--- config.mk ---
export PLATFORM = sky130hd
export DESIGN_NAME = shift_sched_flat
export DESIGN_NICKNAME = d
export VERILOG_FILES = /design/src/rtl/shift_sched_if.sv /design/src/rtl/shift_sched.sv /design/src/flat_wrapper.sv
export SDC_FILE = /design/constraint.sdc
export NUM_CORES = 1
export LEC_CHECK = 0
export CAP_MARGIN = 30
export CORE_ASPECT_RATIO = 1.25
export CORE_MARGIN = 2
export CORE_UTILIZATION = 58
export CTS_CLUSTER_DIAMETER = 60
export CTS_CLUSTER_SIZE = 28
export DETAILED_ROUTE_END_ITERATION = 16
export PLACE_DENSITY = 0.83
export SYNTH_ARGS = -nofsm -noshare
export SYNTH_HDL_FRONTEND = slang
export SYNTH_SLANG_ARGS = --single-unit
--- constraint.sdc ---
create_clock -name clk_rstn_i_clk -period 7.95 [get_ports clk_rstn_i_clk]
set_clock_uncertainty 0.1 [all_clocks]
set_input_delay 1.9875 -clock clk_rstn_i_clk [delete_from_list [all_inputs] [get_ports clk_rstn_i_clk]]
set_output_delay 1.9875 -clock clk_rstn_i_clk [all_outputs]
set_load 0.01 [all_outputs]
--- src/rtl/shift_sched_if.sv ---
`default_nettype none
// +----------------------------------------------------------------------+
// | Module      : clk_rstn_intrf                                         |
// | Description : Clock / reset bundle shared by the FFT datapath blocks.|
// |               The master side drives clk and rst (asynchronous,      |
// |               active-high); consumers attach through the slave side. |
// | Revision    : 1.0 - initial release                                  |
// +----------------------------------------------------------------------+
interface clk_rstn_intrf;
   logic clk;
   logic rst;

   modport master (output clk, output rst);
   modport slave  (input  clk, input  rst);
endinterface : clk_rstn_intrf
`default_nettype wire

--- src/rtl/shift_sched.sv ---
`default_nettype none
// +----------------------------------------------------------------------+
// | Module      : shift_sched                                            |
// | Description : Per-stage scaling scheduler for the in-place FFT       |
// |               datapath. Drives the shift unit's shamt for each       |
// |               butterfly stage, watches every stage's output samples  |
// |               to choose the next stage's shift (fixed 1/2 scaling or |
// |               block floating point) and keeps the running block      |
// |               exponent of the transform.                             |
// | Revision    : 1.0 - initial release                                  |
// +----------------------------------------------------------------------+
module shift_sched #(
   parameter int width     = 8,
   parameter int shamtbits = 4,
   parameter int nlog2     = 3,
   parameter int expbits   = 6
) (
   clk_rstn_intrf.slave            clk_rstn_i,
   input  logic                    start_i,
   input  logic                    mode_i,
   input  logic                    smp_valid_i,
   input  logic [width-1:0]        smp_data_i,
   input  logic                    smp_last_i,
   output logic [shamtbits-1:0]    shamt_o,
   output logic                    shamt_valid_o,
   output logic [$clog2(nlog2):0]  stage_o,
   output logic [expbits-1:0]      exp_o,
   output logic                    busy_o,
   output logic                    done_o,
   output logic                    ovf_o
);

   // ------------------------------------------------------------------
   // Elaboration-time parameter sanity
   // ------------------------------------------------------------------
   generate
      if ((width != 8) && (width != 16)) begin : g_bad_width
         $error("shift_sched: width must be 8 or 16");
      end
      if (shamtbits != ((width == 16) ? 5 : 4)) begin : g_bad_shamtbits
         $error("shift_sched: shamtbits must be 4 for width 8, 5 for width 16");
      end
      if (expbits < 2) begin : g_bad_expbits
         $error("shift_sched: expbits must be at least 2");
      end
   endgenerate

   // ------------------------------------------------------------------
   // Constants
   // ------------------------------------------------------------------
   // Headroom never exceeds width-1, so $clog2(width) bits hold it.
   localparam int c_hw = $clog2(width);
   localparam int c_sw = $clog2(nlog2) + 1;
   // Exponent arithmetic is done wide enough that exp +/- (width-2)
   // can never wrap before the saturation compare.
   localparam int c_xw = expbits + 6;

   localparam logic [c_hw-1:0]      c_hr_full     = c_hw'(width - 1);
   localparam logic [c_hw-1:0]      c_k_max       = c_hw'(width - 2);
   localparam logic [c_sw-1:0]      c_stage_last  = c_sw'(nlog2 - 1);
   localparam logic [shamtbits-1:0] c_shamt_right = {1'b1, {(shamtbits-1){1'b0}}};
   localparam logic [expbits-1:0]   c_exp_one     = expbits'(1);
   localparam logic signed [c_xw-1:0] c_exp_max   = c_xw'((1 << (expbits - 1)) - 1);
   localparam logic signed [c_xw-1:0] c_exp_min   = c_xw'(-(1 << (expbits - 1)));

   typedef enum logic [1:0] {
      ST_IDLE = 2'd0,
      ST_RUN  = 2'd1,
      ST_EVAL = 2'd2,
      ST_DONE = 2'd3
   } state_t;

   // ------------------------------------------------------------------
   // State and output registers with their next-state values
   // ------------------------------------------------------------------
   state_t                 r_state,  w_state_nxt;
   logic                   r_mode,   w_mode_nxt;
   logic [c_hw-1:0]        r_minhr,  w_minhr_nxt;
   logic [shamtbits-1:0]   r_shamt,  w_shamt_nxt;
   logic                   r_shv,    w_shv_nxt;
   logic [c_sw-1:0]        r_stage,  w_stage_nxt;
   logic [expbits-1:0]     r_exp,    w_exp_nxt;
   logic                   r_busy,   w_busy_nxt;
   logic                   r_done,   w_done_nxt;
   logic                   r_ovf,    w_ovf_nxt;

   // Datapath helpers
   logic [c_hw-1:0]        w_smp_hr;
   logic                   w_hr_run;
   logic [c_hw-1:0]        w_k;
   logic [shamtbits-1:0]   w_eval_shamt;
   logic signed [c_xw-1:0] w_eval_delta;
   logic signed [c_xw-1:0] w_exp_sum;
   logic [expbits-1:0]     w_exp_sat;
   logic                   w_exp_sat_ovf;

   // Headroom of the incoming sample: length of the run of bits below the
   // sign bit that still equal the sign bit (0 and -1 give width-1).
   always_comb begin
      w_smp_hr = '0;
      w_hr_run = 1'b1;
      for (int i = width - 2; i >= 0; i--) begin
         if (w_hr_run && (smp_data_i[i] == smp_data_i[width-1])) begin
            w_smp_hr = w_smp_hr + c_hw'(1);
         end else begin
            w_hr_run = 1'b0;
         end
      end
   end

   // Shift choice for the next stage from the finished stage's minimum
   // headroom: no headroom forces a right shift, one bit of headroom is
   // kept as margin for butterfly growth, anything more is used up by a
   // left shift.
   always_comb begin
      w_k = r_minhr - c_hw'(1);
      if (w_k > c_k_max) begin
         w_k = c_k_max;
      end
      w_eval_shamt = c_shamt_right;
      w_eval_delta = c_xw'(1);
      if (r_mode && (r_minhr != '0)) begin
         if (r_minhr == c_hw'(1)) begin
            w_eval_shamt = '0;
            w_eval_delta = '0;
         end else begin
            w_eval_shamt = {1'b0, (shamtbits-1)'(w_k)};
            w_eval_delta = c_xw'(0) - c_xw'(w_k);
         end
      end
   end

   // Saturating exponent update; flags when the clamp actually engaged.
   always_comb begin
      w_exp_sum     = $signed({{(c_xw-expbits){r_exp[expbits-1]}}, r_exp}) + w_eval_delta;
      w_exp_sat     = w_exp_sum[expbits-1:0];
      w_exp_sat_ovf = 1'b0;
      if (w_exp_sum > c_exp_max) begin
         w_exp_sat     = c_exp_max[expbits-1:0];
         w_exp_sat_ovf = 1'b1;
      end else if (w_exp_sum < c_exp_min) begin
         w_exp_sat     = c_exp_min[expbits-1:0];
         w_exp_sat_ovf = 1'b1;
      end
   end

   // Sequencer next-state and next-output logic.
   always_comb begin
      w_state_nxt = r_state;
      w_mode_nxt  = r_mode;
      w_minhr_nxt = r_minhr;
      w_shamt_nxt = r_shamt;
      w_shv_nxt   = r_shv;
      w_stage_nxt = r_stage;
      w_exp_nxt   = r_exp;
      w_busy_nxt  = r_busy;
      w_done_nxt  = 1'b0;
      w_ovf_nxt   = r_ovf;

      case (r_state)
         ST_IDLE: begin
            if (start_i) begin
               w_state_nxt = ST_RUN;
               w_mode_nxt  = mode_i;
               w_minhr_nxt = c_hr_full;
               w_shv_nxt   = 1'b1;
               w_stage_nxt = '0;
               w_busy_nxt  = 1'b1;
               w_ovf_nxt   = 1'b0;
               if (mode_i) begin
                  w_shamt_nxt = '0;
                  w_exp_nxt   = '0;
               end else begin
                  w_shamt_nxt = c_shamt_right;
                  w_exp_nxt   = c_exp_one;
               end
            end
         end

         ST_RUN: begin
            if (smp_valid_i) begin
               if (w_smp_hr < r_minhr) begin
                  w_minhr_nxt = w_smp_hr;
               end
               if (smp_last_i) begin
                  w_shv_nxt   = 1'b0;
                  w_state_nxt = (r_stage == c_stage_last) ? ST_DONE : ST_EVAL;
               end
            end
         end

         ST_EVAL: begin
            w_state_nxt = ST_RUN;
            w_stage_nxt = r_stage + c_sw'(1);
            w_shv_nxt   = 1'b1;
            w_minhr_nxt = c_hr_full;
            w_shamt_nxt = w_eval_shamt;
            w_exp_nxt   = w_exp_sat;
            if (w_exp_sat_ovf) begin
               w_ovf_nxt = 1'b1;
            end
         end

         ST_DONE: begin
            w_state_nxt = ST_IDLE;
            w_done_nxt  = 1'b1;
            w_busy_nxt  = 1'b0;
            w_shv_nxt   = 1'b0;
         end

         default: begin
            w_state_nxt = ST_IDLE;
         end
      endcase
   end

   // State and output registers; reset aborts any transform immediately.
   always_ff @(posedge clk_rstn_i.clk or posedge clk_rstn_i.rst) begin
      if (clk_rstn_i.rst) begin
         r_state <= ST_IDLE;
         r_mode  <= 1'b0;
         r_minhr <= c_hr_full;
         r_shamt <= '0;
         r_shv   <= 1'b0;
         r_stage <= '0;
         r_exp   <= '0;
         r_busy  <= 1'b0;
         r_done  <= 1'b0;
         r_ovf   <= 1'b0;
      end else begin
         r_state <= w_state_nxt;
         r_mode  <= w_mode_nxt;
         r_minhr <= w_minhr_nxt;
         r_shamt <= w_shamt_nxt;
         r_shv   <= w_shv_nxt;
         r_stage <= w_stage_nxt;
         r_exp   <= w_exp_nxt;
         r_busy  <= w_busy_nxt;
         r_done  <= w_done_nxt;
         r_ovf   <= w_ovf_nxt;
      end
   end

   assign shamt_o       = r_shamt;
   assign shamt_valid_o = r_shv;
   assign stage_o       = r_stage;
   assign exp_o         = r_exp;
   assign busy_o        = r_busy;
   assign done_o        = r_done;
   assign ovf_o         = r_ovf;

endmodule : shift_sched
`default_nettype wire

--- src/flat_wrapper.sv ---
// flat-port wrapper written by rule: the top's interface ports become plain ports
module shift_sched_flat 
#(
   parameter int width     = 8,
   parameter int shamtbits = 4,
   parameter int nlog2     = 3,
   parameter int expbits   = 6
)
  (start_i, mode_i, smp_valid_i, smp_data_i, smp_last_i, shamt_o, shamt_valid_o, stage_o, exp_o, busy_o, done_o, ovf_o, clk_rstn_i_clk, clk_rstn_i_rst);
  clk_rstn_intrf clk_rstn_i_i ();
  input  logic start_i;
  input  logic mode_i;
  input  logic smp_valid_i;
  input  logic [width-1:0] smp_data_i;
  input  logic smp_last_i;
  output logic [shamtbits-1:0] shamt_o;
  output logic shamt_valid_o;
  output logic [$clog2(nlog2):0] stage_o;
  output logic [expbits-1:0] exp_o;
  output logic busy_o;
  output logic done_o;
  output logic ovf_o;
  input wire logic [$bits(clk_rstn_i_i.clk)-1:0] clk_rstn_i_clk;
  input wire logic [$bits(clk_rstn_i_i.rst)-1:0] clk_rstn_i_rst;
  assign clk_rstn_i_i.clk = clk_rstn_i_clk;
  assign clk_rstn_i_i.rst = clk_rstn_i_rst;
  shift_sched #(.width(width), .shamtbits(shamtbits), .nlog2(nlog2), .expbits(expbits)) u_core (.clk_rstn_i(clk_rstn_i_i), .start_i(start_i), .mode_i(mode_i), .smp_valid_i(smp_valid_i), .smp_data_i(smp_data_i), .smp_last_i(smp_last_i), .shamt_o(shamt_o), .shamt_valid_o(shamt_valid_o), .stage_o(stage_o), .exp_o(exp_o), .busy_o(busy_o), .done_o(done_o), .ovf_o(ovf_o));
endmodule
==> impl_metrics.yaml, run 1 <==
setup_path:
  critPathLaunchType: "primary input"
  worst_setup_path_end_kind: "flop"
  cp_common_cell: "ha_1"
  crit_path_top_delay_cell: "clkdlybuf4s50_1"
  r2r_start: "u_core.r_minhr[0]"
  worstPathArrival_ns: 7.24
  cp_max_fo: 13
  slowest_delay_ns: 0.61
  critPathRequiredTime_ns: 8.06
  startpoint: "smp_data_i[7]"
  r2r_slack_ns: 4.32
  path_class: "in2reg"
  r2r_cells: 11
  reg2reg_to: "u_core.exp_o[2]"
route:
  vias: 1808
  dr.pass1.iters: 4
  ant_nets: 0
  avgRoutedWirePerCell_um: 14.87
  via_per_inst: 6.129
  drc_errors: 0
  wirelength_mm: 4.386
  drtIter0Drc: 63
clocking:
  hold_buffers: 0
  post_cts_buffers: 0
  clk_path_buf_depth: 2
  htree_levels: 1
  cts.reportedPaths.clkPinSlew_ns: 0.09
  cts_tree: "built"
  root_buffer: "clkbuf_8"
  cts_sinks: 23
  post_cts_resized: 0
  insertion_delay_ns: 0.27
  cts_made_buffers: 3
logic_synthesis:
  yosys.area_share.simple_pct: 21.51
  ys.flop_type: "dfrtp_1"
  synth_top_family_by_area: "compound AO/OA/AOI/OAI gates"
  yosysMostFrequentCell: "nand2_1"
  synth_top_area_share_pct: 25.46
  syn_inst: 231
  synth-seq-cells: 23
  synthAdderAreaFrac_pct: 11.20
  yosysSeqAreaShare_pct: 29.47
  synthTopCellsByCount: "nand2_1, dfrtp_1, ha_1, nor2_1"
  netlist.top_cell.by_area: "dfrtp_1"
  syn_avg_cell_area_um2: 8.509
  synthMuxAreaShare_pct: 2.355
  syn-num-nets: 262
  synth-edff-count: 0
  ys_warn_count: 0
  ys_top_cells_by_area: "dfrtp_1, ha_1, nand2_1"
  synth_xor_area_share_pct: 3.055
  async_flop_share_pct: 100.0
  syn_area_um2: 1966
  synth_cell_type_count: 64
  synth_compound_area_share_pct: 27.50
floorplanning:
  fp.coreArea_um2: 3223
  core.rowCount: 23
  pin_count: 31
  die_area_um2: 3874
  die_h_um: 69.09
  start_util_pct: 60.99
  die_w_um: 56.07
global_route:
  antenna_found_initial: 0
  grt_pass1_vias: 1688
  grt_overflow: 0
  grt_max_degree: 24
  track_usage_pct: 23.77
  grt_pass1_wl_mm: 7.569
sta:
  final.setup.tns_ns: 0
  max-slew-margin-rel_pct: 39.88
  grt_setup_unrepaired: "no"
  timing.final.crit_share_pct: 89.79
  whs_ns: 0.4172
  worstMarginPinSlew_ns: 0.9008
  hold_viol_final: 0
  fin_crit_ns: 7.138
  fmax_ghz: 0.1401
  drv_slew: 0
  setup_viol: 0
place:
  dp_cells: 291
  place.gp.congestion: 0.8519
  io_buffers: 30
  dp_hpwl_mm: 3.492
finish:
  finalNonFillerCells: 295
  insertedDiodeCount: 0
  fillers: 264
  area_delta_synth_final_pct: 17.95
  fin_nets: 290
  layout-drive-gt1-share_pct: 8.915
pwr:
  p_leak_nw: 1.042
  ir_worst_vdd_mv: 0.1921
  p_per_area_nw_per_um2: 295.3
hold_path:
  min_to: "u_core.shamt_valid_o"
  hold-path-cell-count: 2
  min_path_type: "reg2reg"
  hold_start: "u_core.shamt_valid_o"
run_status:
  status: "completed"
job:
  cap_violations: 0
==> logic make-up after synthesis <==
kind of cell             after synthesis
AND/OR/NAND/NOR                       80
AO/OA/AOI/OAI                         79
flip-flops                            23
buffers and inverters                 22
adder cells (fa/ha/maj)               17
XOR/XNOR                               6
multiplexers                           4
==> flip-flops by register name, summed over array words and instances (netlist names) <==
signal / count
u_core.stage_o: 3
u_core.done_o: 1
u_core.r_minhr: 3
u_core.exp_o: 6
u_core.r_state: 2
u_core.busy_o: 1
u_core.ovf_o: 1
u_core.shamt_o: 4
u_core.shamt_valid_o: 1
u_core.r_mode: 1
==> where the power goes <==
group	internal (W)	switching (W)	total, W
Combinational	0.000184	0.000218	0.000402
Sequential	0.000161	0.0000460	0.000207
Clock	0.0000351	0.0000405	0.0000756
==> worst max-delay path: cells and delay by family <==
kind	cells	cell delay, ns
AO/OA/AOI/OAI	8	1.13
AND/OR/NAND/NOR	8	1.61
buffers and inverters	2	0.69
adder cells (fa/ha/maj)	5	1.35
multiplexers	2	0.48
==> cells in the final DEF, fill, tap and decap left out, types with 3 or more instances in the layout <==
| master | n |
|---|---|
| a21oi_1 | 15 |
| o21a_1 | 4 |
| clkdlybuf4s50_1 | 30 |
| xnor2_1 | 4 |
| clkbuf_8 | 3 |
| nor2_1 | 16 |
| nand3_1 | 7 |
| o22ai_1 | 8 |
| inv_1 | 15 |
| ha_1 | 16 |
| a22oi_1 | 3 |
| nand2b_1 | 5 |
| nor3_1 | 5 |
| dfstp_2 | 3 |
| nor4_1 | 3 |
| a21o_1 | 5 |
| nand2_1 | 22 |
| o21ai_0 | 14 |
| dfrtp_1 | 20 |
| o21ai_1 | 5 |
| or2_1 | 3 |
==> per-stage QoR <==
stage	worst slack (ns)	util (%)	power (W)	cell area (µm²)
6_report	0.8117	71.93	0.0006847	2318
5_1_grt	0.3622	71.93	0.0007409	2318
4_1_cts	0.8298	71.93	0.0006838	2318
3_5_place_dp	0.5600	70.50	0.0006079	2272
3_3_place_gp	0.7240	70.50	0.0005939	2272
2_1_floorplan	1.572	-	0.0004830	1966
==> final cells by class <==
class / instances / area [µm²] / area share [%]
clock buffers: 3 / 41.29 / 1.781
clock inverters: 1 / 5.005 / 0.2159
inverters: 15 / 56.30 / 2.428
multi-input cells: 186 / 1290 / 55.64
flip-flops and latches: 23 / 579.3 / 24.99
well taps: 37 / 46.29 / 1.997
repair buffers: 30 / 300.3 / 12.95
==> worst max path at each step <==
stage	end	slack, ns
2_1_floorplan	u_core.r_minhr[1]	1.57
3_3_place_gp	u_core.r_minhr[1]	0.72
3_5_place_dp	u_core.r_minhr[1]	0.56
4_1_cts	u_core.r_minhr[1]	0.83
5_1_grt	u_core.r_minhr[1]	0.36
6_report	u_core.r_minhr[1]	0.81
==> metal layers <==
layer	routed length, µm	up-vias	global-route usage (%)
li1	-	912	-
met1	1859	844	28.30
met2	2351	44	44.84
met3	103	8	1.689
met4	71	0	6.614
met5	0	-	0
Note: power is estimated with default switching activity, not from simulation.
==> run 2, diff against run 1 <==
CORE_UTILIZATION = 54   (was 58)
CTS_CLUSTER_SIZE = 8   (was 28)
PLACE_DENSITY = 0.78   (was 0.83)
clock period = 8.2 ns   (was 7.95 ns; I/O delays follow)
==> impl_metrics.yaml, run 2 (synthesis results as in run 1) <==
run_status:
  status: "completed"
hold_path:
  min_to: "u_core.shamt_valid_o"
  hold_start: "u_core.shamt_valid_o"
  min_path_type: "reg2reg"
  hold-path-cell-count: 2
route:
  via_per_inst: 6.040
  drc_errors: 0
  ant_nets: 0
  avgRoutedWirePerCell_um: 14.58
  drtIter0Drc: 47
  vias: 1794
  dr.pass1.iters: 4
  wirelength_mm: 4.329
setup_path:
  slowest_delay_ns: 0.62
  crit_path_top_delay_cell: "clkdlybuf4s50_1"
  cp_max_fo: 13
  path_class: "in2reg"
  cp_cell_sequence: "clkdlybuf4s50_1, or3_4, nand2_1, ha_1, and4b_1, a211oi_2, or3b_4, o21ai_1, ha_1, mux2i_1, o21ai_2, ha_1, and2_1, o22ai_1, a22oi_1, and3b_1, o311ai_1, nand2_1, ha_1, nor3b_1, nand3b_1, a21oi_1, or2_1, mux2_4"
  r2r_slack_ns: 4.62
  reg2reg_to: "u_core.exp_o[2]"
  r2r_cells: 11
  cp_common_cell: "ha_1"
  critPathRequiredTime_ns: 8.31
  worstPathArrival_ns: 7.38
  worst_setup_path_end_kind: "flop"
  critPathLaunchType: "primary input"
  r2r_start: "u_core.r_minhr[0]"
clocking:
  post_cts_buffers: 0
  cts_tree: "built"
  root_buffer: "clkbuf_8"
  hold_buffers: 0
  htree_levels: 1
  clk_path_buf_depth: 2
  insertion_delay_ns: 0.27
  cts_made_buffers: 3
  cts_sinks: 23
  post_cts_resized: 0
  cts.reportedPaths.clkPinSlew_ns: 0.09
global_route:
  antenna_found_initial: 0
  grt_pass1_wl_mm: 7.610
  grt_pass1_vias: 1721
  grt_max_degree: 24
  grt.met3_usage_pct: 2.888
  track_usage_pct: 23.26
  grt_util_met1_pct: 26.92
  grt_use_met2_pct: 41.79
  busiest_layer: "met2"
  grt_overflow: 0
sta:
  hold_viol_final: 0
  fin_crit_ns: 7.274
  fmax_ghz: 0.1375
  final.setup.tns_ns: 0
  drv_slew: 0
  setup_viol: 0
  timing.final.crit_share_pct: 88.71
  grt_setup_unrepaired: "no"
  max-slew-margin-rel_pct: 40.91
  worstMarginPinSlew_ns: 0.8853
finish:
  final_common_cell: "clkdlybuf4s50_1"
  largest_reg_flops: 6
  fin_nets: 290
  mostFrequentLayoutCells: "clkdlybuf4s50_1, nand2_1, dfrtp_1"
  final_area_um2: 2323
  seq_area_um2: 579.3
  layout-drive-gt1-share_pct: 8.915
  area_delta_synth_final_pct: 18.21
  multi_input_area_um2: 1290
  fillers: 307
  insertedDiodeCount: 0
place:
  io_buffers: 30
  dp_hpwl_mm: 3.461
  place_area_um2: 2275
  place.gp.congestion: 0.8372
floorplanning:
  start_util_pct: 56.43
  die_h_um: 71.46
  die_w_um: 57.97
  core.rowCount: 24
  pin_count: 31
  fp.coreArea_um2: 3483
  die_area_um2: 4142
job:
  cap_violations: 0
pwr:
  ir_worst_vdd_mv: 0.1840
  p_per_area_nw_per_um2: 283.9
  p_leak_nw: 1.038
run 2: cell count changes in the layout (fill, tap and decap cells not counted):
cell        before  now
clkinv_2         1    0
clkinvlp_4       0    1
run 2: cell type report:
type                       instances  share of cell area (%)
inverter                          15                   2.423
clock buffer                       3                   1.777
clock inverter                     1                  0.3231
tap                               39                   2.100
timing repair buffer              30                   12.92
multi-input combinational        186                   55.52
sequential                        23                   24.93
run 2: per-stage QoR:
| step | hold slack, ns | std cells | total power [W] | util, % | worst slack (ns) |
|---|---|---|---|---|---|
| 4_1_cts | 0.4129 | 297 | 0.0006608 | 66.70 | 0.9435 |
| 6_report | 0.4107 | 297 | 0.0006597 | 66.70 | 0.9261 |
| 2_1_floorplan | 0.4407 | 231 | 0.0004682 | - | 1.759 |
| 3_5_place_dp | 0.3909 | 293 | 0.0005852 | 65.30 | 0.6632 |
| 5_1_grt | 0.4422 | 297 | 0.0007191 | 66.70 | 0.4847 |
| 3_3_place_gp | 0.3948 | 293 | 0.0005777 | 65.30 | 0.8966 |
run 2: worst max-delay path: cells and delay by family:
family / cells / cell delay (ns)
AO/OA/AOI/OAI: 7 / 1.17
adder cells (fa/ha/maj): 4 / 0.83
buffers and inverters: 1 / 0.62
multiplexers: 2 / 0.47
AND/OR/NAND/NOR: 10 / 2.23
run 2: worst max path at each step:
stage	startpoint	end	slack (ns)
2_1_floorplan	smp_data_i[7]	u_core.r_minhr[1]	1.76
3_3_place_gp	smp_data_i[7]	u_core.r_minhr[1]	0.90
3_5_place_dp	smp_data_i[7]	u_core.r_minhr[1]	0.66
4_1_cts	smp_data_i[7]	u_core.r_minhr[1]	0.94
5_1_grt	smp_data_i[7]	u_core.r_minhr[1]	0.48
6_report	smp_data_i[7]	u_core.r_minhr[1]	0.93
run 2: power breakdown:
| part | switching [W] | internal (W) |
|---|---|---|
| logic | 0.000207 | 0.000178 |
| registers | 0.0000434 | 0.000156 |
| clock network | 0.0000409 | 0.0000345 |
| total | 0.000291 | 0.000369 |
run 2: per-layer routing:
layer | routed length, µm | vias up
li1 | - | 910
met1 | 1824 | 835
met2 | 2253 | 37
met3 | 107 | 12
met4 | 144 | 0
met5 | 0 | -
==> run 3, diff against run 2 <==
CELL_PAD_IN_SITES_DETAIL_PLACEMENT = 2   (was default)
CELL_PAD_IN_SITES_GLOBAL_PLACEMENT = 2   (was default)
CORE_UTILIZATION = 32   (was 54)
PLACE_DENSITY = 0.77   (was 0.78)
==> impl_metrics.yaml, run 3 (synthesis results as in run 1) <==
setup_path:
  r2r_start: "u_core.r_minhr[0]"
  slowest_delay_ns: 0.60
  worstPathArrival_ns: 7.26
  worst_setup_path_end_kind: "flop"
  cp_max_fo: 13
  crit_path_top_delay_cell: "clkdlybuf4s50_1"
  r2r_slack_ns: 4.48
  critPathLaunchType: "primary input"
  reg2reg_to: "u_core.exp_o[2]"
  path_class: "in2reg"
  r2r_cells: 11
  cp_common_cell: "ha_1"
  critPathRequiredTime_ns: 8.32
floorplanning:
  die_area_um2: 6789
  pin_count: 31
  start_util_pct: 33.56
  die_h_um: 91.63
  fp.coreArea_um2: 5857
  die_w_um: 74.10
  core.rowCount: 31
sta:
  setup_viol: 0
  fin_crit_ns: 7.143
  max-slew-margin-rel_pct: 44.53
  worstMarginPinSlew_ns: 0.8233
  drv_slew: 0
  fmax_ghz: 0.1400
  grt_setup_unrepaired: "no"
  final.setup.tns_ns: 0
  timing.final.crit_share_pct: 87.11
  hold_viol_final: 0
pwr:
  internal_power_w: 0.0003698
  p_per_area_nw_per_um2: 285.1
  p_clk_share_pct: 11.6
  swShare_pct: 45.78
  power_frac_comb_pct: 58.8
  p_leak_nw: 1.045
  switching_power_w: 0.0003122
  seqPwrFrac_pct: 29.6
  ir_worst_vdd_mv: 0.08146
finish:
  finish.utilization_pct: 40.85
  mostFrequentLayoutCells: "clkdlybuf4s50_1, nand2_1, dfrtp_1"
  fillers: 668
  area_delta_synth_final_pct: 21.71
  final_common_cell: "clkdlybuf4s50_1"
  fin_nets: 291
  layout-drive-gt1-share_pct: 9.266
  insertedDiodeCount: 0
  largest_reg_flops: 6
clocking:
  cts_sinks: 23
  clk_path_buf_depth: 2
  post_cts_resized: 0
  hold_buffers: 0
  root_buffer: "clkbuf_8"
  cts_made_buffers: 3
  htree_levels: 1
  post_cts_buffers: 0
  cts_tree: "built"
  insertion_delay_ns: 0.28
  cts.reportedPaths.clkPinSlew_ns: 0.10
run_status:
  status: "completed"
global_route:
  grt_overflow: 0
  antenna_found_initial: 0
  grt_pass1_wl_mm: 9.832
  grt_pass1_vias: 2019
  grt_max_degree: 15
  track_usage_pct: 18.66
hold_path:
  hold_start: "u_core.shamt_valid_o"
  min_to: "u_core.shamt_valid_o"
  min_path_type: "reg2reg"
  hold-path-cell-count: 2
place:
  io_buffers: 30
  place.gp.congestion: 0.7480
  dp_hpwl_mm: 4.551
route:
  ant_nets: 0
  drc_errors: 0
  vias: 1860
  wirelength_mm: 5.710
  drtIter0Drc: 80
  dr.pass1.iters: 4
  via_per_inst: 5.455
  avgRoutedWirePerCell_um: 16.74
job:
  cap_violations: 0
## run 3: changes by cell type in the layout (fill, tap and decap cells not counted), sizes merged
cell	change
buf	+1
## run 3: how the worst max path moves through the flow
| stage | from | slack [ns] | cells after the start | endpoint |
|---|---|---|---|---|
| 2_1_floorplan | smp_data_i[7] | 1.76 | 24 | u_core.r_minhr[1] |
| 3_3_place_gp | smp_data_i[7] | 0.80 | 25 | u_core.r_minhr[1] |
| 3_5_place_dp | smp_data_i[7] | 0.72 | 25 | u_core.r_minhr[1] |
| 4_1_cts | smp_data_i[7] | 1.00 | 24 | u_core.r_minhr[1] |
| 5_1_grt | smp_data_i[7] | 0.54 | 25 | u_core.r_minhr[1] |
| 6_report | smp_data_i[7] | 1.06 | 25 | u_core.r_minhr[1] |
## run 3: power by group through the flow
stage / logic, W / clock network (W) / registers [W]
final: 0.000401 / 0.0000790 / 0.000202
after global routing: 0.000454 / 0.0000863 / 0.000210
after CTS: 0.000408 / 0.0000814 / 0.000203
after detailed placement: 0.000403 / 0 / 0.000206
after global placement: 0.000392 / 0 / 0.000203
after floorplan: 0.000271 / 0 / 0.000198
## run 3: stage by stage
step	worst slack (ns)	hold WS, ns	instance area (µm²)	power, W	instances
CTS	1.005	0.4306	2392	0.0006928	341
global route	0.5392	0.4786	2392	0.0007497	341
finish	1.057	0.4251	2392	0.0006820	341
floorplan	1.759	0.4407	1966	0.0004682	231
detailed placement	0.7168	0.4033	2344	0.0006090	337
global placement	0.7975	0.3972	2328	0.0005946	336
## run 3: layer usage
| layer | up-vias | GRT usage (%) | wire length, µm |
|---|---|---|---|
| met4 | 0 | 6.364 | 121 |
| met3 | 7 | 1.648 | 79 |
| met1 | 929 | 22.03 | 2436 |
| met2 | 24 | 34.15 | 3073 |
| li1 | 900 | - | - |
| met5 | - | 0 | 0 |
## run 3: layout make-up
cell class / count / area [µm²] / share of cell area [%]
multi-input cells: 186 / 1290 / 53.92
flip-flops and latches: 23 / 579.3 / 24.22
repair buffers: 31 / 315.3 / 13.18
well taps: 82 / 102.6 / 4.289
inverters: 15 / 56.30 / 2.354
clock buffers: 3 / 41.29 / 1.726
clock inverters: 1 / 7.507 / 0.3138
## run 3: worst max-delay path: cells and delay by family
family                   cells  cell delay [ns]
adder cells (fa/ha/maj)      5             1.30
AO/OA/AOI/OAI                7             0.90
AND/OR/NAND/NOR              9             1.83
buffers and inverters        2             0.70
multiplexers                 2             0.47
==> variant 1, RTL diff (config.mk and constraints of run 2) <==
`expbits` is set to 6 in 2 places; all go to 5.
--- a/src/rtl/shift_sched.sv
+++ b/src/rtl/shift_sched.sv
@@ -13,7 +13,7 @@
    parameter int width     = 8,
    parameter int shamtbits = 4,
    parameter int nlog2     = 3,
-   parameter int expbits   = 6
+   parameter int expbits   = 5
 ) (
    clk_rstn_intrf.slave            clk_rstn_i,
    input  logic                    start_i,
--- a/src/flat_wrapper.sv
+++ b/src/flat_wrapper.sv
@@ -4,7 +4,7 @@
    parameter int width     = 8,
    parameter int shamtbits = 4,
    parameter int nlog2     = 3,
-   parameter int expbits   = 6
+   parameter int expbits   = 5
 )
   (start_i, mode_i, smp_valid_i, smp_data_i, smp_last_i, shamt_o, shamt_valid_o, stage_o, exp_o, busy_o, done_o, ovf_o, clk_rstn_i_clk, clk_rstn_i_rst);
   clk_rstn_intrf clk_rstn_i_i ();
Interface: changed (resized exp_o); port bits go from 31 to 30. The function was not compared with the original's and may differ.
==> variant 1 against run 2 <==
  * Sequential cell count decreased by 1
  * Synthesized area down 6.4%
  * Design area is 4.8% lower
  * Power grew 10%
  * Count of clock-buffer cells in the layout did not move
  * Setup slack better by 420 ps
  * Wire length is 9.5% lower
  * Hold slack got worse by 9.9 ps
  * Largest cell class unchanged
  * Highest routed layer unchanged
  * Register-to-register slack got worse by 710 ps
  * Clock power grew 34%
==> variant 1: results (changes against run 2) <==
Timing
  • WHS: 400.8 ps (-9.877 ps)
  • Worst setup margin: 1342 ps (+415.9 ps)
  • Rel. slew slack: 0.4482 (+0.03907)

Critical path
  • R2R setup slack: 3910 ps (-710 ps)
  • CP Capture Point: u_core.r_minhr[2]
  • Max incr delay on CP: 570 ps (-50 ps)
  • R2R depth: 15 (+4)
  • Crit path max fanout: 11 (-2)
  • CP Data Arrival Time: 6950 ps (-430 ps)
  • R2R Path End: u_core.exp_o[3]

Synth
  • Synth area leaders: dfrtp_1 (26%), ha_1 (12%), nand2_1 (5.9%), dfstp_2 (4.3%), a21oi_1 (4.1%)
  • Leading cell types by count after synthesis: nand2_1 (29), dfrtp_1 (19), ha_1 (17), inv_1 (16), a21oi_1 (15)
  • Sequential share of the synthesized area: 0.3012 (+0.006439)
  • Adder-cell area share of the yosys netlist: 0.1319 (+0.01985)
  • XOR/XNOR Fraction of Synth Area: 0.04283 (+0.01227)
  • Yosys cell types: 51 (-20%)
  • Multiplexer share of the synthesized area: 0.03535 (+0.01180)
  • Synthesized Nets: 248 (-5.3%)
  • Avg Cell Area, Syn: 8.521 sq um (+0.14%)
  • Synth Area in Compound Gates: 0.2522 (-0.02277)

Detailed routing
  • Vias per std cell: 5.978 (-1.0%)
  • Iteration-0 DRC Markers: 70 (+49%)
  • Routed length per instance: 14.10 um (-3.3%)
  • Via count: 1662 (-7.4%)

Placement
  • Final estimated routing congestion in global placement: 0.8146 (-2.7%)
  • Dpl cells: 274 (-6.5%)
  • Pre-CTS setup slack: 1081 ps (+417.5 ps)
  • DPL Wire Length: 3078 um (-11%)
  • Port bufs: 29 (-3.3%)
  • Placed cell area: 2140 sq um (-5.9%)

Finish
  • Post-route core utilization: 0.6859 (+0.01892)
  • Max reg flops: 5 (-1)
  • Fillers: 267 (-13%)
  • Share of cells above drive strength 1: 0.07884 (-0.01031)

Job
  • Max-cap violation count: 0 (unchanged)

Global route
  • First-pass GRT wire length: 6720 um (-12%)
  • GRT Total Usage: 0.2160 (-0.01658)
  • Initial antenna violation count: 0 (unchanged)
  • Largest net degree at the start of global routing: 23 (-4.2%)
  • Vias in the first global route: 1593 (-7.4%)

Worst hold path
  • Hold Path Sink: u_core.shamt_o[3]
  • Hold Path Origin: u_core.shamt_o[3]

Status
  • Status: finished, final reports clean

Clocking
  • CTS Buf Count: 3 (unchanged)
  • Worst skew pair latency: 270 ps (about the same)
  • Root Buffer: clkbuf_8

Power
  • Internal: 0.0004192 W (+14%)
  • Leak Pwr: 0.9881 nW (-4.8%)
  • Worst IR Drop VDD: 0.0002563 V (+39%)
## variant 1: cell count changes in the layout (fill, tap and decap cells not counted), moves of 3 or more
cell	before	now
o21ai_1	5	0
nor4_1	3	0
or2_1	3	0
o22ai_1	8	4
o21a_1	4	1
nand2_1	22	29
o31ai_1	1	5
nand2b_1	5	1
nor2_1	16	9
## variant 1: power by group through the flow
stage	clock, W	combinational, W	sequential (W)
CTS	0.000104	0.000431	0.000197
floorplan	0	0.000301	0.000197
global placement	0	0.000423	0.000199
global route	0.000108	0.000483	0.000204
detailed placement	0	0.000429	0.000199
finish	0.000101	0.000430	0.000197
## variant 1: routing by layer
metal	global-route usage	part of all wire
met4	0.1190	0.023
met1	0.2443	0.42
met2	0.3804	0.52
met5	0	0
met3	0.03358	0.036
## variant 1: layout make-up
cell class | instances | area share
multi-input combinational | 169 | 0.5342
inverter | 16 | 0.02716
tap | 37 | 0.02094
clock inverter | 1 | 0.01358
clock buffer | 3 | 0.01868
sequential | 22 | 0.2507
timing repair buffer | 30 | 0.1347
==> variant 2, RTL diff (config.mk and constraints of run 2) <==
Made on the original files. Remove the register `r_done`: a continuous assignment takes its place, so the output `done_o` follows one clock earlier.
--- a/src/rtl/shift_sched.sv
+++ b/src/rtl/shift_sched.sv
@@ -225,7 +225,6 @@
          r_stage <= '0;
          r_exp   <= '0;
          r_busy  <= 1'b0;
-         r_done  <= 1'b0;
          r_ovf   <= 1'b0;
       end else begin
          r_state <= w_state_nxt;
@@ -236,10 +235,11 @@
          r_stage <= w_stage_nxt;
          r_exp   <= w_exp_nxt;
          r_busy  <= w_busy_nxt;
-         r_done  <= w_done_nxt;
          r_ovf   <= w_ovf_nxt;
       end
    end
+
+   assign r_done = w_done_nxt;
 
    assign shamt_o       = r_shamt;
    assign shamt_valid_o = r_shv;
Function: changed (Yosys sat finds a counterexample within 10 cycles, from zero or initial values and one cycle with clk_rstn_i_rst high).
==> variant 2 against run 2 <==
  * Wire length fell by 4.7%
  * Sequential cell count shrank 1
  * Power rose by 14%
  * Synthesized area down 0.57%
  * Fmax shrank 1.6%
  * Register-to-register slack worse by 270 ps
  * Setup slack worse by 120 ps
  * Design area shrank 0.11%
==> variant 2: results (changes against run 2) <==
Status
  • Status: finished, final reports clean

Finish
  • NumNets Final: 295 (+1.7%)
  • Share of cells above drive strength 1: 0.07224 (-0.01690)
  • Ant diodes: 0 (unchanged)
  • Fillers: 322 (+4.9%)
  • Max reg flops: 6 (unchanged)

Clocking
  • Clk buf depth: 2 (unchanged)
  • CTS Buf Count: 3 (unchanged)
  • Worst-path clk slew: roughly 80 ps
  • Htree depth: 1 (unchanged)
  • Root Buffer: clkbuf_8
  • Worst skew pair latency: 270 ps (about the same)
  • Post-CTS setup buffers: 0 (unchanged)
  • Cts repair resizes: 0 (unchanged)

Detailed routing
  • Vias per std cell: 5.897 (-2.4%)
  • Met1 WL: 1749 um (-4.1%)
  • Iteration count of the initial detailed-routing pass: 4 (unchanged)
  • Met3 wire length: 116 um (+8.4%)
  • Routed wire length: 4124 um (-4.7%)
  • Top sig layer: met4
  • Routed length on met2: 2164 um (-4.0%)
  • Iteration-0 DRC Markers: 76 (+62%)

Global route
  • Initial antenna violation count: 0 (unchanged)
  • Met1 Resource Use GR: 0.2512 (-0.01803)
  • Met2 Usage GRT: 0.4205 (+0.002525)
  • GRT Total Usage: 0.2218 (-0.01081)
  • Largest net degree at the start of global routing: 23 (-4.2%)
  • First-pass GRT wire length: 7431 um (-2.4%)
  • Met3 usage: 0.01805 (-0.01083)
  • Vias in the first global route: 1774 (+3.1%)

Placement
  • Final estimated routing congestion in global placement: 0.8148 (-2.7%)
  • Pre-CTS setup slack: 513.4 ps (-149.8 ps)
  • Port bufs: 30 (unchanged)
  • DPL Wire Length: 3218 um (-7.0%)

Synth
  • Synthesized Nets: 271 (+3.4%)
  • Synth area leaders: dfrtp_1 (24%), ha_1 (10%), nand2_1 (5.0%), nor2_1 (4.8%), o21ai_0 (4.4%)
  • Post-synthesis async set-or-reset flop share: 1.000 (unchanged)
  • Yosys cell types: 50 (-22%)
  • Ys flop type: dfrtp_1
  • Leading cell types by count after synthesis: nand2_1 (26), nor2_1 (25), dfrtp_1 (19), inv_1 (17), o21ai_0 (17)
  • YS warnings: 0 (unchanged)
  • Sequential share of the synthesized area: 0.2836 (-0.01111)

Power
  • Worst IR Drop VDD: 0.0002253 V (+22%)
  • Leak Pwr: 0.9850 nW (-5.1%)

Critical path
  • CP Data Arrival Time: 7490 ps (+110 ps)
  • Crit path max fanout: 18 (+5)

Timing
  • Slew @ Worst Pin: 841.8 ps (-43.46 ps)
variant 2: changes by cell type after synthesis, moves of 4 or more:
cell / change
nor2_1: +9
o22ai_1: -6
o31ai_1: +5
nand2_1: +4
nand3_1: -4
variant 2: per-stage QoR:
| step | instances | util | hold slack [ps] | total power [W] | instance area, sq um |
|---|---|---|---|---|---|
| floorplan | 240 | - | 416.2 | 0.0005334 | 1954 |
| global placement | 297 | 0.6426 | 363.3 | 0.0006392 | 2238 |
| detailed placement | 298 | 0.6458 | 368.9 | 0.0006518 | 2250 |
| CTS | 302 | 0.6663 | 387.0 | 0.0007565 | 2321 |
| global route | 302 | 0.6663 | 411.9 | 0.0008196 | 2321 |
| finish | 302 | 0.6663 | 379.7 | 0.0007505 | 2321 |
variant 2: worst paths after layout:
kind | cells after the start | slack, ps | startpoint | end
setup / recovery | 25 | 800 | smp_data_i[7] | u_core.r_minhr[2]
hold / removal | 2 | 380 | u_core.shamt_o[1] | u_core.shamt_o[1]
setup reg to reg | 14 | 4350 | u_core.r_minhr[0] | u_core.exp_o[4]
hold reg to reg | 2 | 380 | u_core.shamt_o[1] | u_core.shamt_o[1]
max in group asynchronous | 2 | 5330 | clk_rstn_i_rst | u_core.exp_o[3]
min in group asynchronous | 2 | 2140 | clk_rstn_i_rst | u_core.exp_o[1]
variant 2: kinds of logic (layout without fill, tap and decap cells):
kind of cell	Yosys count	after routing	share of synthesized area
AO/OA/AOI/OAI	71	71	0.2458
buffers and inverters	29	52	0.06594
adder cells (fa/ha/maj)	17	17	0.1127
AND/OR/NAND/NOR	86	86	0.2138
flip-flops	22	22	0.2836
multiplexers	7	7	0.03841
XOR/XNOR	8	8	0.03970
variant 2: cell type report:
type | count | area, sq um | share of cell area
timing repair buffer | 31 | 311.5 | 0.1342
clock inverter | 1 | 30.03 | 0.01294
inverter | 17 | 63.81 | 0.02749
clock buffer | 3 | 41.29 | 0.01779
sequential | 22 | 554.3 | 0.2388
tap | 39 | 48.80 | 0.02102
multi-input combinational | 189 | 1271 | 0.5477
variant 2: power by group:
part | leakage [nW] | internal, W | switching [W]
clock | 0.0357 | 0.0000653 | 0.0000372
combinational | 0.672 | 0.000209 | 0.000224
sequential | 0.278 | 0.000155 | 0.0000600
total | 0.985 | 0.000429 | 0.000321
variant 2: worst max-delay path: stages:
cell and delay [ps]:
clkdlybuf4s50_1 700, and3_1 290, nor2_1 200, inv_1 70, ha_1 290, a21oi_1 160, nor2_1 80, ha_1 310
mux2_2 270, ha_1 280, inv_1 40, a21boi_0 160, ha_1 220, nand2_1 60, o2bb2ai_1 130, a221oi_1 330
xnor2_1 150, nor2_1 70, ha_1 210, nor4bb_1 350, nand3b_1 120, a31oi_1 150, o31ai_1 90, o21ai_1 310
mux2_2 380
